$ cat src/rtl/ifu_fetch_pkg.sv
// ---------------------------------------------------------------------------
// ifu_fetch_pkg : shared widths, NOP encoding and FSM state type for the IFU
// Revision: 1.0
// ---------------------------------------------------------------------------
`default_nettype none

package ifu_fetch_pkg;

  localparam int DATA_WIDTH   = 32;
  localparam int ROM_DEPTH    = 4096;
  localparam int ADDR_WIDTH   = $clog2(ROM_DEPTH);
  localparam logic [31:0] INSTR_NOP = 32'h0000_0013;
  localparam int IFU_RESET_PC = 0;

  typedef enum logic [1:0] {
    S_IDLE = 2'd0,
    S_RUN  = 2'd1,
    S_HOLD = 2'd2
  } ifu_state_e;

endpackage

`default_nettype wire

$ cat src/rtl/ifu_skid_buf.sv
// ---------------------------------------------------------------------------
// ifu_skid_buf : one-entry {instr, addr} holding register; clear beats load
// Revision: 1.0
// ---------------------------------------------------------------------------
`default_nettype none

module ifu_skid_buf #(
  parameter int DW = 32,
  parameter int AW = 12
) (
  input  logic          clk,
  input  logic          rstn,
  input  logic          load,
  input  logic          clear,
  input  logic [DW-1:0] load_instr,
  input  logic [AW-1:0] load_addr,
  output logic          skid_vld,
  output logic [DW-1:0] skid_instr,
  output logic [AW-1:0] skid_addr
);

  always_ff @(posedge clk or negedge rstn) begin
    if (!rstn) begin
      skid_vld   <= 1'b0;
      skid_instr <= '0;
      skid_addr  <= '0;
    end else if (clear) begin
      skid_vld   <= 1'b0;
    end else if (load) begin
      skid_vld   <= 1'b1;
      skid_instr <= load_instr;
      skid_addr  <= load_addr;
    end
  end

endmodule

`default_nettype wire

$ cat src/rtl/ifu_fetch.sv
// ---------------------------------------------------------------------------
// ifu_fetch : PC owner and ROM driver feeding IF/ID, with stall skid and jump
// Revision: 1.0
// ---------------------------------------------------------------------------
`default_nettype none

module ifu_fetch
  import ifu_fetch_pkg::*;
#(
  parameter int DW = DATA_WIDTH,
  parameter int AW = ADDR_WIDTH,
  parameter logic [AW-1:0] RESET_PC = AW'(IFU_RESET_PC)
) (
  input  logic          clk,
  input  logic          rstn,
  input  logic          hold_flag_i_ctrl_ifu,
  input  logic          jump_flag_i_ctrl_ifu,
  input  logic [AW-1:0] jump_addr_i_ctrl_ifu,
  output logic          rom_ce_o_ifu_rom,
  output logic [AW-1:0] rom_addr_o_ifu_rom,
  input  logic [DW-1:0] rom_data_i_rom_ifu,
  output logic [DW-1:0] instr_o_ifu_ifu2idu,
  output logic [AW-1:0] instr_addr_o_ifu_ifu2idu
);

  localparam logic [DW-1:0] NOP = DW'(INSTR_NOP);

  ifu_state_e    state_q, state_d;
  logic [AW-1:0] pc_q, pc_d;
  logic [AW-1:0] req_addr_q, req_addr_d;
  logic          req_vld_q, req_vld_d;
  logic [AW-1:0] target;
  logic          ce;
  logic          skid_load, skid_clear, skid_vld;
  logic [DW-1:0] skid_instr;
  logic [AW-1:0] skid_addr;
  logic          out_vld;
  logic [DW-1:0] out_instr;
  logic [AW-1:0] out_addr;

  assign target = jump_addr_i_ctrl_ifu & ~AW'(3);

  ifu_skid_buf #(.DW(DW), .AW(AW)) u_skid (
    .clk        (clk),
    .rstn       (rstn),
    .load       (skid_load),
    .clear      (skid_clear),
    .load_instr (out_instr),
    .load_addr  (out_addr),
    .skid_vld   (skid_vld),
    .skid_instr (skid_instr),
    .skid_addr  (skid_addr)
  );

  always_comb begin
    out_vld   = 1'b0;
    out_instr = NOP;
    out_addr  = '0;
    if (skid_vld) begin
      out_vld   = 1'b1;
      out_instr = skid_instr;
      out_addr  = skid_addr;
    end else if (req_vld_q) begin
      out_vld   = 1'b1;
      out_instr = rom_data_i_rom_ifu;
      out_addr  = req_addr_q;
    end
  end

  // A redirect squashes whatever would be presented this cycle.
  assign instr_o_ifu_ifu2idu      = (rstn && !jump_flag_i_ctrl_ifu) ? out_instr : NOP;
  assign instr_addr_o_ifu_ifu2idu = (rstn && !jump_flag_i_ctrl_ifu) ? out_addr  : '0;
  assign rom_ce_o_ifu_rom         = rstn & ce;

  always_comb begin
    state_d            = state_q;
    pc_d               = pc_q;
    req_addr_d         = req_addr_q;
    req_vld_d          = req_vld_q;
    skid_load          = 1'b0;
    skid_clear         = 1'b0;
    ce                 = 1'b0;
    rom_addr_o_ifu_rom = pc_q;
    if (jump_flag_i_ctrl_ifu) begin
      ce                 = 1'b1;
      rom_addr_o_ifu_rom = target;
      req_addr_d         = target;
      req_vld_d          = 1'b1;
      pc_d               = target + AW'(4);
      skid_clear         = 1'b1;
      state_d            = S_RUN;
    end else if (hold_flag_i_ctrl_ifu) begin
      req_vld_d = 1'b0;
      skid_load = (state_q != S_HOLD) && out_vld && !skid_vld;
      state_d   = S_HOLD;
    end else begin
      ce         = 1'b1;
      req_addr_d = pc_q;
      req_vld_d  = 1'b1;
      pc_d       = pc_q + AW'(4);
      skid_clear = (state_q == S_HOLD);
      state_d    = S_RUN;
    end
  end

  always_ff @(posedge clk or negedge rstn) begin
    if (!rstn) begin
      state_q    <= S_IDLE;
      pc_q       <= RESET_PC;
      req_addr_q <= '0;
      req_vld_q  <= 1'b0;
    end else begin
      state_q    <= state_d;
      pc_q       <= pc_d;
      req_addr_q <= req_addr_d;
      req_vld_q  <= req_vld_d;
    end
  end

endmodule

`default_nettype wire

$ cat config.mk
export PLATFORM = sky130hd
export DESIGN_NAME = ifu_fetch
export DESIGN_NICKNAME = d
export VERILOG_FILES = /design/src/rtl/ifu_fetch_pkg.sv /design/src/rtl/ifu_skid_buf.sv /design/src/rtl/ifu_fetch.sv
export SDC_FILE = /design/constraint.sdc
export NUM_CORES = 1
export LEC_CHECK = 0
export BUFFER_PORTS_ARGS = -buffer_cell sky130_fd_sc_hd__buf_2
export CORE_MARGIN = 5
export CORE_UTILIZATION = 35
export CTS_BUF_LIST = sky130_fd_sc_hd__clkbuf_4
export DETAILED_ROUTE_END_ITERATION = 12
export MAX_ROUTING_LAYER = met4
export PLACE_DENSITY_LB_ADDON = 0.08
export SLEW_MARGIN = 10
export SYNTH_ARGS = -nofsm -noshare
export SYNTH_HDL_FRONTEND = slang
export SYNTH_SLANG_ARGS = --single-unit
$ cat constraint.sdc
create_clock -name clk -period 2.28 [get_ports clk]
set_clock_uncertainty 0.2 [all_clocks]
set_input_delay 0.342 -clock clk [delete_from_list [all_inputs] [get_ports clk]]
set_output_delay 0.342 -clock clk [all_outputs]
set_load 0.05 [all_outputs]
Word-level counts from Yosys, hierarchy flattened
Cells that the tools add are included.
{"block": "op_classes", "muxes": 23, "n_eq_ne": 3, "n_bitwise": 2, "add_sub_neg": 2, "reduce_logical": 7}
{"operator": "12-bit two-way mux", "count": 8}
{"operator": "32-bit two-way mux", "count": 3}
{"operator": "12-bit by 3-bit adder with 12-bit output, second input constant", "count": 2}
{"operator": "1-bit two-way mux", "count": 10}
{"operator": "2-bit two-way mux", "count": 2}
{"operator": "1-bit logical AND", "count": 3}
{"operator": "2-bit equality test, second input constant", "count": 1}
{"operator": "1-bit logical NOT", "count": 2}
{"operator": "2-bit by 1-bit != test with 1-bit output, second input constant", "count": 1}
{"operator": "2-bit != test, second input constant", "count": 1}
{"operator": "2-bit AND reduction", "count": 1}
{"operator": "2-bit nonzero test", "count": 1}
{"operator": "1-bit bitwise AND", "count": 1}
{"operator": "1-bit inverter", "count": 1}
{"block": "word_totals", "register_bits": 72, "word_cells": 44, "input_bits": 48}

Logic depth before layout (Yosys ltp)
{"block": "depth", "depth_word": 8, "depth_mapped": 8, "ltp_nobuf": 6}

By module
From an unflattened synthesis, not the netlist that was laid out.
{"block": "hier_totals", "hier_cells": 338, "hier_area_um2": 3906.2}
{"module": "ifu_fetch", "cells_each": 241, "area_per_inst_um2": 2013.2, "n_inst": 1}
{"module": "ifu_skid_buf", "cells_each": 97, "area_per_inst_um2": 1893.1, "n_inst": 1}

Least setup slack after synthesis
OpenSTA, ideal clock, no wires.
{"block": "synth_timing", "path_type": "reg2out", "start": "reg u_skid.skid_vld", "end": "out instr_o_ifu_ifu2idu[4]", "slack_ns": -0.182, "t_required_ns": 1.738, "t_arrival_ns": 1.920, "stages_incl_launch_ff": 5, "path_cell_list": "dfrtp_1 > clkbuf_1 > clkbuf_1 > nor2b_1 > o21ai_0"}
{"block": "synth_between", "elab_chain_len": 2}
{"element": "start: declaration", "line_no": "ifu_skid_buf.sv:17", "text": "output logic skid_vld,"}
{"element": "start signal: assignment", "line_no": "ifu_skid_buf.sv:24", "text": "skid_vld <= 1'b0;"}
{"element": "start signal: assignment", "line_no": "ifu_skid_buf.sv:28", "text": "skid_vld <= 1'b0;"}
{"element": "start signal: assignment", "line_no": "ifu_skid_buf.sv:30", "text": "skid_vld <= 1'b1;"}
{"element": "32-bit two-way mux", "line_no": "ifu_fetch.sv:59", "text": "if (skid_vld) begin"}
{"element": "32-bit two-way mux", "line_no": "ifu_fetch.sv:71", "text": "assign instr_o_ifu_ifu2idu = (rstn && !jump_flag_i_ctrl_ifu) ? out_instr : NOP;"}
{"element": "end: declaration", "line_no": "ifu_fetch.sv:22", "text": "output logic [DW-1:0] instr_o_ifu_ifu2idu,"}
Every way passes these cells.

Final worst setup path
{"block": "layout_timing", "start": "in hold_flag_i_ctrl_ifu", "end": "out rom_ce_o_ifu_rom"}
{"block": "layout_between", "elab_chain_len": 3}
{"element": "start: declaration", "line_no": "ifu_fetch.sv:16", "text": "input logic hold_flag_i_ctrl_ifu,"}
{"element": "1-bit two-way mux", "line_no": "ifu_fetch.sv:92", "text": "end else if (hold_flag_i_ctrl_ifu) begin"}
{"element": "1-bit two-way mux", "line_no": "ifu_fetch.sv:84", "text": "if (jump_flag_i_ctrl_ifu) begin"}
{"element": "1-bit bitwise AND", "line_no": "ifu_fetch.sv:73", "text": "assign rom_ce_o_ifu_rom = rstn & ce;"}
{"element": "end: declaration", "line_no": "ifu_fetch.sv:19", "text": "output logic rom_ce_o_ifu_rom,"}
Every way passes these cells.

==> flow_summary.json <==
{
  "status": "completed",
  "final_area_um2": 4720,
  "dr.pass1.iters": 4,
  "finalHoldViolations": 0,
  "cts_buffer_depth": 2,
  "clk_pin_slew_worst_paths_ps": 110,
  "fin_total_pwr_uw": 3410,
  "hold_path_class": "in -> reg",
  "max_stage_delay_ps": 540,
  "place_area_um2": 4280,
  "die_area_um2": 12300,
  "die_x_um": 111,
  "cts.sinks": 68,
  "dpl.hpwl_mm": 6.12,
  "grt.total_usage_pct": 16.1,
  "end_kind": "output pin",
  "worstMarginPinSlew_ps": 770,
  "rsz0062_at_grt": "true",
  "p_leak_uw": 0.00231,
  "nets": 613,
  "n_antenna_cell": 0,
  "drc": 0,
  "min_from": "rom_data_i_rom_ifu[29]",
  "power_density_nw_per_um2": 721,
  "gr-total-overflow": 0,
  "num_vias": 3295,
  "routed-wl-met3_um": 369,
  "fin_util_pct": 48.1,
  "wl_met2_mm": 4.28,
  "initial_utilization_pct": 36.2,
  "ir_drop_mv": 0.283,
  "netlist_area_um2": 3550,
  "timing.fmax_ghz": 0.452,
  "cts_made_buffers": 9,
  "setup_viol": 0,
  "cts_tree": "built",
  "dr.first_iter.drc_count": 163,
  "clock-root-buffer": "clkbuf_4",
  "worst_slack_ps": 65.5,
  "synth_seq_cells": 68,
  "grt_max_degree": 87,
  "ys_warn_count": 0,
  "num_rows": 36,
  "dieHeight_um": 111,
  "critPathLaunchType": "primary input",
  "holdWs_ps": 18.8,
  "avgSynthCellArea_um2": 7.74,
  "yosysSeqAreaShare_pct": 47.9,
  "fin_crit_ps": 2210,
  "pre_cts_slack_ps": 108,
  "synth-main-ff-cell": "dfrtp_1",
  "drv_slew": 0,
  "cp_max_fo": 3,
  "synth_enable_flop_cells": 0,
  "clk_latency_ps": 410,
  "htree_levels": 3,
  "cp_cell_sequence": "dlygate4sd3_1 > buf_2 > and2b_1 > inv_1 > and2_1 > buf_2",
  "path_class": "in -> out",
  "antenna_found_initial": 0,
  "worstReg2RegStart": "pc_q[2]",
  "cap_viol_max_count": 0,
  "min_period_over_period_pct": 97.1,
  "routed.top_layer": "met4",
  "ys_types": 35,
  "crit_path_start": "hold_flag_i_ctrl_ifu",
  "drive_above_1_share_pct": 28.8,
  "portBuffers": 100,
  "wl_per_cell_um": 13.2,
  "syn_to_final_growth_pct": 33.0,
  "synth-async-reset-ratio_pct": 100,
  "core_area_um2": 9820,
  "gp_congestion": 0.797,
  "grt_pass1_wl_mm": 16.0,
  "wl_met1_mm": 4.53,
  "required_ps": 1740,
  "wl_mm": 9.29,
  "synth_cells": 459,
  "ioPinCount": 105,
  "drt.antenna.violating_nets": 0,
  "slew_headroom_pct": 48.7,
  "critPathSlowestCell": "dlygate4sd3_1",
  "via_per_inst": 4.69,
  "cpMostUsedCell": "buf_2",
  "grt_pass1_vias": 3284,
  "arrival_ps": 1670
}
==> path summary, 6_finish.rpt <==
check / depth (start not counted) / end / slack [ps]
hold reg to reg: 1 / u_skid.skid_addr[0] / 290
setup reg to reg: 6 / pc_q[10] / 370
min in group asynchronous: 2 / u_skid.skid_instr[2] / 230
hold / removal: 3 / u_skid.skid_instr[29] / 20
max in group asynchronous: 3 / u_skid.skid_vld / 830
setup / recovery: 6 / rom_ce_o_ifu_rom / 70
==> cell usage after synthesis, types with 2 or more instances <==
master	count	area, µm²
a21o_1	2	15.0
inv_1	8	30.0
nand2_1	90	338
and3_1	3	18.8
nand3b_1	2	15.0
clkbuf_1	24	90.1
xnor2_1	6	52.6
mux2_2	5	56.3
buf_2	9	45.0
and2_1	3	18.8
nand3_1	3	15.0
dfrtp_1	68	1700
o21ai_0	46	230
mux2i_1	5	50.1
a21oi_1	51	255
nor2_1	104	390
buf_4	2	15.0
nand2b_1	2	12.5
nor2b_1	10	62.6
==> cells in the final DEF (no fill, tap or decap), types with 2 or more instances in the layout <==
cell,instances
nand2_1,90
nor2_1,82
dfrtp_1,66
buf_2,62
a21oi_1,51
o21ai_0,43
clkbuf_4,29
nor2_2,22
buf_4,21
dlygate4sd3_1,13
nor2b_1,10
inv_1,8
buf_6,7
buf_12,7
xnor2_1,6
mux2i_1,5
mux2_2,5
and3_1,3
and2_1,3
nand3_1,3
o21ai_1,2
nand3b_1,2
a21o_1,2
conb_1,2
clkinv_2,2
clkinvlp_4,2
==> sequential cells by signal, summed over array words and instances (netlist names) <==
| signal | cells |
|---|---|
| u_skid.skid_vld | 1 |
| req_addr_q | 10 |
| pc_q | 10 |
| u_skid.skid_addr | 12 |
| u_skid.skid_instr | 32 |
| req_vld_q | 1 |
| state_q | 2 |
==> kinds of logic (layout without fill, tap and decap cells) <==
family	count (synthesis)	after routing	share of synthesized area, %
other cells	1	2	0.106
buf+inv	45	154	5.53
mux	10	10	3.00
fa+ha+maj	1	1	0.352
simple gates	223	223	26.2
flops	68	68	47.9
xor+xnor	6	6	1.48
compound gates	105	105	15.4
==> report_power, final <==
group	leakage, µW	internal, µW	switching [µW]
clock network	0.0000693	328	457
logic	0.00140	372	681
registers	0.000834	1430	137
total	0.00231	2130	1270
==> layout make-up <==
class / instances / area (µm²)
fillers: 1011 / 5100
multi-input cells: 347 / 1720
flip-flops and latches: 68 / 1710
repair buffers: 130 / 967
well taps: 133 / 166
clock buffers: 9 / 67.6
clock inverters: 7 / 67.6
inverters: 8 / 30.0
==> per-stage QoR <==
step           TNS (ps)  cells
2_1_floorplan     -1220    460
3_3_place_gp          0    670
3_5_place_dp          0    670
4_1_cts               0    701
5_1_grt           -52.4    702
6_report              0    702
==> per-layer routing <==
layer  up-vias  global-route usage [%]
li1       1698                       -
met1      1526                    21.0
met2        62                    25.6
met3         9                    3.06
met4         0                    4.93
met5         -                       -
==> critical path: cells and delay by family <==
family                 cells  cell delay [ps]
buffers and inverters      4             1010
and+or+nand+nor            2              320
==> what timing repair did <==
item / CTS / global route
buffers inserted: 2 / 1
endpoints found under the setup margin: 41 / 41
pin swaps: 0 / 1
gates resized for setup: 7 / 58
hold buffers: 13 / 0
endpoints found under the hold margin: 19 / 0
Power figures use the tool's default switching activity.
